File: config.mk
export PLATFORM = sky130hd
export DESIGN_NAME = jtpang_rom_arb
export DESIGN_NICKNAME = d
export VERILOG_FILES = /design/src/rtl/jtpang_pkg.sv /design/src/rtl/jtpang_rom_arb.sv
export SDC_FILE = /design/constraint.sdc
export NUM_CORES = 1
export LEC_CHECK = 0
export ABC_AREA = 0
export CELL_PAD_IN_SITES_DETAIL_PLACEMENT = 1
export CELL_PAD_IN_SITES_GLOBAL_PLACEMENT = 2
export CORE_ASPECT_RATIO = 0.8
export CORE_UTILIZATION = 28
export DETAILED_ROUTE_END_ITERATION = 7
export PLACE_DENSITY = 0.8
export REMOVE_ABC_BUFFERS = 1
export SYNTH_ARGS = -nofsm -noshare
export SYNTH_HDL_FRONTEND = slang
export SYNTH_SLANG_ARGS = --single-unit
File: constraint.sdc
create_clock -name clk -period 3.6 [get_ports clk]
set_input_delay 0.54 -clock clk [delete_from_list [all_inputs] [get_ports clk]]
set_output_delay 0.54 -clock clk [all_outputs]
set_load 0.01 [all_outputs]
File: src/rtl/jtpang_pkg.sv
// Shared constants for the jtpang ROM arbiter: FSM state and grant encodings,
// plus the bus widths used by both requester ports and the memory side.
package jtpang_pkg;

    localparam int unsigned NREQ = 2;   // requesters: object and tile fetchers
    localparam int unsigned AW   = 22;  // memory word address width
    localparam int unsigned TW   = 19;  // widest requester address (tile side)
    localparam int unsigned DW   = 32;  // data width

    typedef enum logic [1:0] {
        ST_IDLE     = 2'd0,
        ST_WAIT_ACK = 2'd1,
        ST_WAIT_DOK = 2'd2
    } state_t;

    // Grant value doubles as the index of the requester slot.
    typedef enum logic {
        GNT_OBJ = 1'b0,
        GNT_CHR = 1'b1
    } grant_t;

endpackage

File: src/rtl/jtpang_rom_arb.sv
// Two-requester ROM arbiter with a one-word cache per requester.
// Each requester keeps the last fetched word, the address it was issued for and
// a valid flag; a hit answers combinationally, a miss queues a memory fetch.
// Fetches are never aborted by the requester; grants alternate on contention.
module jtpang_rom_arb
    import jtpang_pkg::*;
#(
    parameter logic [AW-1:0] OBJ_OFFSET = 22'h00_0000,
    parameter logic [AW-1:0] CHR_OFFSET = 22'h02_0000
) (
    input  logic          rst,
    input  logic          clk,

    input  logic          obj_cs,
    input  logic [16:0]   obj_addr,
    output logic [DW-1:0] obj_data,
    output logic          obj_ok,

    input  logic          chr_cs,
    input  logic [TW-1:0] chr_addr,
    output logic [DW-1:0] chr_data,
    output logic          chr_ok,

    output logic          mem_req,
    output logic [AW-1:0] mem_addr,
    input  logic          mem_ack,
    input  logic          mem_dok,
    input  logic [DW-1:0] mem_din
);

    // Requester ports gathered into slot-indexed vectors.
    logic [NREQ-1:0]         req_cs;
    logic [NREQ-1:0]         req_ok;
    logic [NREQ-1:0]         req_pend;
    logic [NREQ-1:0][TW-1:0] req_addr;
    logic [NREQ-1:0][AW-1:0] req_off;
    logic [NREQ-1:0][DW-1:0] req_data;

    assign req_cs[GNT_OBJ]   = obj_cs;
    assign req_cs[GNT_CHR]   = chr_cs;
    assign req_addr[GNT_OBJ] = {{(TW-17){1'b0}}, obj_addr};
    assign req_addr[GNT_CHR] = chr_addr;
    assign req_off[GNT_OBJ]  = OBJ_OFFSET;
    assign req_off[GNT_CHR]  = CHR_OFFSET;

    assign obj_ok   = req_ok[GNT_OBJ];
    assign obj_data = req_data[GNT_OBJ];
    assign chr_ok   = req_ok[GNT_CHR];
    assign chr_data = req_data[GNT_CHR];

    state_t        state_q, state_d;
    grant_t        gnt_q, gnt_d;     // slot granted most recently (also the active one)
    grant_t        sel;
    logic          mem_req_q, mem_req_d;
    logic [AW-1:0] mem_addr_q, mem_addr_d;
    logic          issue;            // a fetch is launched on this edge
    logic          store;            // returning data lands on this edge

    assign mem_req  = mem_req_q;
    assign mem_addr = mem_addr_q;

    // Round-robin pick: on a tie take the slot not served last.
    always_comb begin
        if (&req_pend) begin
            sel = (gnt_q == GNT_OBJ) ? GNT_CHR : GNT_OBJ;
        end else if (req_pend[GNT_CHR]) begin
            sel = GNT_CHR;
        end else begin
            sel = GNT_OBJ;
        end
    end

    // Fetch sequencer: issue, wait for acceptance, wait for data.
    always_comb begin
        // NOTE: every output gets a default first, so no path leaves one unassigned and no latch is inferred.
        state_d    = state_q;
        gnt_d      = gnt_q;
        mem_req_d  = mem_req_q;
        mem_addr_d = mem_addr_q;
        issue      = 1'b0;
        store      = 1'b0;
        case (state_q)
            ST_IDLE: begin
                if (|req_pend) begin
                    issue      = 1'b1;
                    gnt_d      = sel;
                    mem_req_d  = 1'b1;
                    mem_addr_d = req_off[sel] + {{(AW-TW){1'b0}}, req_addr[sel]};
                    state_d    = ST_WAIT_ACK;
                end
            end
            ST_WAIT_ACK: begin
                if (mem_ack) begin
                    mem_req_d = 1'b0;
                    state_d   = ST_WAIT_DOK;
                end
            end
            ST_WAIT_DOK: begin
                if (mem_dok) begin
                    store   = 1'b1;
                    state_d = ST_IDLE;
                end
            end
            default: state_d = ST_IDLE;
        endcase
    end

    // Sequencer registers; reset drops any transaction in flight.
    always_ff @(posedge clk or posedge rst) begin
        if (rst) begin
            // NOTE: state uses non-blocking assignments so every flop samples pre-edge values.
            state_q    <= ST_IDLE;
            gnt_q      <= GNT_CHR;
            mem_req_q  <= 1'b0;
            mem_addr_q <= '0;
        end else begin
            state_q    <= state_d;
            gnt_q      <= gnt_d;
            mem_req_q  <= mem_req_d;
            mem_addr_q <= mem_addr_d;
        end
    end

    // One identical cache slot per requester.
    for (genvar i = 0; i < NREQ; i++) begin : g_req
        localparam grant_t ME = grant_t'(i);

        logic [DW-1:0] data_q, data_d;
        logic [TW-1:0] tag_q, tag_d;
        logic          valid_q, valid_d;

        assign req_ok[ME]   = req_cs[ME] & valid_q & (tag_q == req_addr[ME]);
        assign req_pend[ME] = req_cs[ME] & ~req_ok[ME];
        assign req_data[ME] = data_q;

        // Launch retags and invalidates the slot; returning data revalidates it.
        always_comb begin
            data_d  = data_q;
            tag_d   = tag_q;
            valid_d = valid_q;
            if (issue && gnt_d == ME) begin
                tag_d   = req_addr[ME];
                valid_d = 1'b0;
            end
            if (store && gnt_q == ME) begin
                data_d  = mem_din;
                valid_d = 1'b1;
            end
        end

        // Slot registers.
        always_ff @(posedge clk or posedge rst) begin
            if (rst) begin
                // NOTE: the data word is reset too, so outputs are defined from reset rather than left as X.
                data_q  <= '0;
                tag_q   <= '0;
                valid_q <= 1'b0;
            end else begin
                data_q  <= data_d;
                tag_q   <= tag_d;
                valid_q <= valid_d;
            end
        end
    end

endmodule

==> summary.md, run 1 <==
| Metric | Value |
|---|---|
| Post-CTS setup buffers | `0` |
| Fin cells | `roughly 860` |
| Static Leakage | `3.35 nW` |
| First-pass detailed-route iteration total | `4` |
| Status | `finished, final reports clean` |
| Number of synthesized register bits | `between 100 and 150` |
| R2r startpoint | `g_req[0].tag_q[6]` |
| CP arrival | `around 2700 ps` |
| GRT Overall Usage | `16.9%` |
| PwrDens | `just under 900 nW/um2` |
| Die footprint | `~21000 um2` |
| Post-CTS Hold Buffers | `0` |
| Crit Path Class | `in2out` |
| Met2 routed WL | `about 7.7 mm` |
| Core area | `approximately 20000 um2` |
| Dpl hpwl | `between 10 and 15 mm` |
| Combinational power share | `a little over 40%` |
| Clk pin slew, worst setup/hold paths | `~60 ps` |
| Avg WL per Cell | `a little under 20 um` |
| Filler cells | `2069` |
| Nets | `~660` |
| CP startpoint kind | `primary input` |
| Die H | `~130 um` |
| Initial Utilization | `~29%` |
| Clk pwr share | `a little under a quarter` |
| Vias | `4148` |
| Max Used Layer | `met4` |
| Top Ports | `163` |
| GP Congestion | `~0.8` |
| Largest net degree at the start of global routing | `70` |
| Cell area after synthesis | `approximately 5700 um2` |
| Root buffer cell | `clkbuf_16` |
| Vias in the first global route | `about 4700` |
| H-tree Lvls | `4` |
| Max Fanout on Critical Path | `6` |
| Slew @ Worst Pin | `between 800 and 900 ps` |
| Post_cts resized | `0` |
| Worst Path Required | `~3100 ps` |
| WL final | `about 17 mm` |
| Design area | `roughly 8200 um2` |
| Vias/cell | `slightly below 5` |
| Period Utilization, post-route | `89.7%` |
| Clk_lat worst skew | `between 400 and 500 ps` |
| Final ANT Viol Nets | `0` |
| Post-synthesis cell count | `roughly 420` |
| Metal-1 WL | `a little over 7 mm` |
| Hold Vio Cnt, Final | `0` |
| Clock sink total | `around 130` |
| Seq pwr share | `about 36%` |
| Max_slew headroom | `about 42%` |
| Dpl cells | `832` |
| Netlist cell types | `45` |
| Clk buf depth | `2` |
| Drt initial violations | `135` |
| Max Cap Viol | `0` |
| RSZ-0062 raised after global routing | `false` |
| CTS tree | `done` |
| Synth Warn # | `0` |
| Overflow after GRT | `0` |
| Rows | `between 40 and 50` |
| Hold_sp | `g_req[0].valid_q` |
| Share of cells above drive strength 1 | `between 20% and 30%` |
| Met3 WL | `1.65 mm` |
| First-pass GRT wire length | `~27 mm` |
| CTS Buf Count | `17` |
| Area growth from synthesis to layout | `44.2%` |
| Type of the worst min-delay path | `reg2reg` |
| DIE WIDTH | `~160 um` |
| CP endpoint kind | `output pin` |
| Placed inst area | `approximately 7600 um2` |
| Int Pwr | `4.93 mW` |
| Psw | `approximately 2.3 mW` |
| Port bufs | `between 150 and 200` |
| Slew Limit Fails | `0` |
| # DRC | `0` |
| Seq/Total Area, Yosys | `55.7%` |
| Setup-failing EPs final | `0` |
| Post-layout min period | `between 3000 and 4000 ps` |
| Initial antenna violation count | `0` |
| ANT cells | `0` |
| Sw frac | `between 30 and 40%` |
| Worst vdd ir | `roughly 0.37 mV` |
| Worst clock skew | `about 9 ps` |
| Fmax achieved | `~310 MHz` |
| Syn Area/Cell | `between 10 and 15 um2` |
| Crit path from | `obj_addr[16]` |
## metrics by stage
step / worst slack [ps] / util (%) / hold slack, ps / TNS [ps] / total power [mW]
2_1_floorplan: -294 / - / 468 / -36790 / 4.05
3_3_place_gp: 366 / 38.3 / 480 / 0 / 5.45
3_5_place_dp: 347 / 38.3 / 486 / 0 / 5.60
4_1_cts: 346 / 41.2 / 505 / 0 / 7.35
5_1_grt: 246 / 41.2 / 522 / 0 / 7.70
6_report: 371 / 41.2 / 499 / 0 / 7.26
## layout make-up
class	instances	area (um2)	area share, %
Sequential cell	126	3150	38.6
Multi-Input combinational cell	265	2360	28.9
Timing Repair Buffer	173	1720	21.1
Clock buffer	21	460	5.64
Tap cell	264	330	4.05
Clock inverter	10	115	1.41
Inverter	4	17.5	0.215
## state kept, by name (all words and copies together), names as in the netlist
name,count
g_req.tag_q,36
chr_data,32
obj_data,32
mem_addr,20
g_req.valid_q,2
state_q,2
gnt_q,1
mem_req,1
## path summary, 6_finish.rpt
kind | to | slack, ps | cells past startpoint
worst max-delay path | obj_ok | 370 | 6
worst min-delay path | g_req[0].valid_q | 500 | 1
worst max register to register | g_req[1].tag_q[18] | 1040 | 6
worst min register to register | g_req[0].valid_q | 500 | 1
max in group asynchronous | gnt_q | 2130 | 3
min in group asynchronous | obj_data[14] | 660 | 2
## per-layer routing
metal	track usage, %	vias up
li1	-	1858
met1	20.7	2111
met2	26.5	162
met3	7.87	17
met4	5.72	0
met5	0	-
## layout by cell type (no fill, tap or decap), types with 3 or more instances in the layout
cell type,netlist,layout
clkinvlp_4,0,3
nand2_1,5,5
nand4_1,4,4
nand4b_1,3,3
clkinv_2,0,3
a32oi_1,17,17
o21ai_0,21,21
mux2_4,18,18
xor2_1,23,23
mux2_2,84,84
xnor2_1,13,13
clkdlybuf4s50_1,0,160
inv_1,4,3
dfrtp_1,125,125
buf_4,2,11
a21oi_1,19,19
nor3_1,18,18
nor2_1,6,6
clkbuf_16,0,17
nor4_1,5,5
## kinds of logic (layout without fill, tap and decap cells)
family	after synthesis	count (layout)	synth area share [%]
and+or+nand+nor	55	55	5.99
AOI/OAI and AO/OA	69	69	8.22
buffers and inverters	28	208	2.70
DFF	126	126	55.7
xor gates and xnor gates	36	36	5.57
adders and majority gates	1	1	0.221
other	1	2	0.0663
muxes	102	102	21.5
## power by group through the flow
stage | Clock, mW | Combinational [mW] | Sequential (mW)
2_1_floorplan | 0 | 1.33 | 2.73
3_3_place_gp | 0 | 2.91 | 2.55
3_5_place_dp | 0 | 3.00 | 2.60
4_1_cts | 1.73 | 3.02 | 2.60
5_1_grt | 1.79 | 3.23 | 2.68
6_report | 1.69 | 2.98 | 2.59
## Yosys cell counts (all sizes together)
cell type  count  area (um2)
nor3b          1        7.51
nand2          5        18.8
a21o           1        7.51
nor4b          1        8.76
and2           1        6.26
a22o           1        8.76
o211a          2        20.0
o21a           2        15.0
conb           1        3.75
nand2b         2        12.5
or4            1        7.51
a2bb2oi        1        8.76
or3            1        11.3
a32oi         17         149
nand3b         1        7.51
nand4b         3        26.3
xnor2         13         114
buf           11        88.8
a21oi         19        95.1
xor2          23         201
nand3          1        10.0
o21ai         24         128
and3           2        17.5
nor2           7        33.8
dfrtp        125        3130
clkbuf        13        48.8
mux2         102        1220
ha             1        12.5
nand4          5        37.5
inv            4        15.0
nor4           6        43.8
dfstp          1        26.3
o211ai         2        33.8
nor3          18        90.1
## critical path, stage by stage
cell	delay, ps
clkdlybuf4s50_1	470
xor2_1	190
nor4_1	430
nand3_2	300
nor2_1	190
clkdlybuf4s50_1	560
Power figures use the tool's default switching activity.
==> inputs of run 2 (changes only) <==
SLEW_MARGIN = 10   (was unset)
==> results of run 2 <==
Same layout as run 1: the final DEF is identical, and so are final timing and power.
==> inputs of run 3 (changes only) <==
CORE_UTILIZATION = 31   (was 28)
PLACE_DENSITY = 0.84   (was 0.8)
clock period = 3.45 ns   (was 3.6 ns; I/O delays follow)
==> run 3 against run 2 <==
Effect of this change:
- largest power group unchanged
- hold slack worse by 38 ps
- via count down 0.89%
- sequential cell count unchanged
==> summary.md, run 3 (synthesis gave the netlist of run 1 again) <==
| Metric | Value |
|---|---|
| Seq pwr share | `roughly a third` |
| Post-layout util | `around 47%` |
| Setup-failing EPs final | `0` |
| Critical-path top delay cell | `clkdlybuf4s50_1` |
| Critical path endpoint | `obj_ok` |
| Worst reg2reg path depth | `6` |
| CP Buf/Inv Count | `2` |
| Overflow after GRT | `0` |
| RSZ-0062 raised after global routing | `false` |
| Crit-path most repeated cell | `clkdlybuf4s50_1` |
| Largest delay share family, worst path | `buffers and inverters` |
| Slew Limit Fails | `0` |
| Hold Vio Cnt, Final | `0` |
| Clock sink total | `~130` |
| CTS Buf Count | `17` |
| Max Cap Viol | `0` |
| Largest register by flop count | `g_req.tag_q` |
| Flop-to-flop setup slack | `~800 ps` |
| Worst clock skew | `7.73 ps` |
| Post-CTS setup buffers | `0` |
| Sw frac | `31.7%` |
| Initial antenna violation count | `1` |
| Filler cells | `around 1800` |
| Stages on worst setup path | `6` |
| Hold slack | `between 400 and 500 ps` |
| Static Leakage | `between 3 and 4 nW` |
| Crit-path cells | `clkdlybuf4s50_1, xor2_1, nor4_1, nand3_2, nor2_1, clkdlybuf4s50_1` |
| WL final | `around 17 mm` |
| Clk pwr share | `a little over a quarter` |
| Max_slew headroom | `~58%` |
| # DRC | `0` |
| Top Ports | `approximately 160` |
| Most frequent cells in the layout | `clkdlybuf4s50_1 (160), dfrtp_1 (125), mux2_2 (84)` |
| Area growth from synthesis to layout | `45.4%` |
| Clk_lat worst skew | `420 ps` |
| Rows | `between 40 and 50` |
| Combinational power share | `39.6%` |
| Share of cells above drive strength 1 | `a little over a quarter` |
| Max reg flops | `36` |
| Psw | `around 2.5 mW` |
| CP endpoint kind | `output pin` |
| CP startpoint kind | `primary input` |
| Slew @ Worst Pin | `622 ps` |
| Dpl hpwl | `12.4 mm` |
| Avg WL per Cell | `around 21 um` |
| GRT Overall Usage | `18.9%` |
| Fmax achieved | `around 300 MHz` |
| Worst Path Required | `between 2000 and 3000 ps` |
| Vias/cell | `about 5` |
| Max Fanout on Critical Path | `6` |
| Initial Utilization | `roughly a third` |
| Die footprint | `18800 um2` |
| Die H | `roughly 120 um` |
| Post-CTS Hold Buffers | `0` |
| Commonest non-fill, non-tap cell in the layout | `clkdlybuf4s50_1` |
| Period Utilization, post-route | `around 95%` |
| Largest net degree at the start of global routing | `63` |
| Port bufs | `160` |
| GP Congestion | `between 0.7 and 0.8` |
| Post_cts resized | `0` |
| Final ANT Viol Nets | `0` |
| Post-layout min period | `~3300 ps` |
| Clk buf depth | `2` |
| Int Pwr | `between 5 and 6 mW` |
| Type of the worst min-delay path | `in2async` |
| First-pass detailed-route iteration total | `4` |
| Nets | `about 670` |
| R2r startpoint | `g_req[0].tag_q[4]` |
| CP arrival | `about 2800 ps` |
| DIE WIDTH | `153 um` |
| H-tree Lvls | `4` |
| Worst vdd ir | `0.430 mV` |
| Vias in the first global route | `between 4000 and 5000` |
| CP max stage delay | `600 ps` |
| Crit Path Class | `in2out` |
| Crit path from | `obj_addr[4]` |
| Vias | `approximately 4100` |
| Status | `finished, final reports clean` |
| Clk pin slew, worst setup/hold paths | `about 60 ps` |
| First-pass GRT wire length | `approximately 27 mm` |
| PwrDens | `about 970 nW/um2` |
| R2r endpoint | `g_req[1].tag_q[18]` |
| Root buffer cell | `clkbuf_16` |
| Core area | `17600 um2` |
| Drt initial violations | `roughly 160` |
| CTS tree | `done` |
==> run 3: changes by cell type in the layout (fill, tap and decap cells not counted) <==
cell        before  now
clkinv_2         3    0
clkbuf_1         2    1
inv_6            0    7
clkinvlp_4       3    0
clkbuf_8         2    0
bufinv_16        2    6
buf_12           2    1
clkinv_4         2    1
buf_4           11   15
diode_2          0    1
==> run 3: how the worst min path moves through the flow <==
stage | slack (ps) | start | endpoint
floorplan | 470 | g_req[0].valid_q | g_req[0].valid_q
global placement | 480 | g_req[0].valid_q | g_req[0].valid_q
detailed placement | 490 | g_req[0].valid_q | g_req[0].valid_q
CTS | 470 | rst | obj_data[20]
global route | 480 | rst | obj_data[20]
finish | 460 | rst | obj_data[20]
==> run 3: layout make-up <==
cell class                 count  area, um2  area share [%]
sequential                   126       3150            38.3
multi-input combinational    265       2360            28.7
timing repair buffer         176       1730            21.1
clock buffer                  18        429            5.21
tap                          225        282            3.42
clock inverter                14        250            3.04
inverter                       4       17.5           0.213
antenna                        1       2.50          0.0304
==> run 3: layer usage <==
layer	share of wire, %	up-vias	GRT usage, %
li1	-	1881	-
met1	45	2118	24.4
met2	50	95	30.8
met3	3.7	17	5.12
met4	1.5	0	6.25
met5	0	-	0
==> run 3: per-stage QoR <==
step	area, um2	total power, mW	cells	TNS [ps]	setup WS (ps)
floorplan	5530	4.23	395	-56900	-422
global placement	7550	5.74	796	0	210
detailed placement	7550	5.87	796	0	159
CTS	8230	8.04	828	0	163
global route	8230	8.38	829	0	73.7
finish	8230	7.95	829	0	166
==> run 3: power by group through the flow <==
stage	combinational [mW]	clock (mW)	sequential, mW
after global routing	3.37	2.22	2.79
after detailed placement	3.16	0	2.71
after floorplan	1.38	0	2.84
final	3.15	2.10	2.70
after global placement	3.08	0	2.66
after CTS	3.19	2.15	2.70
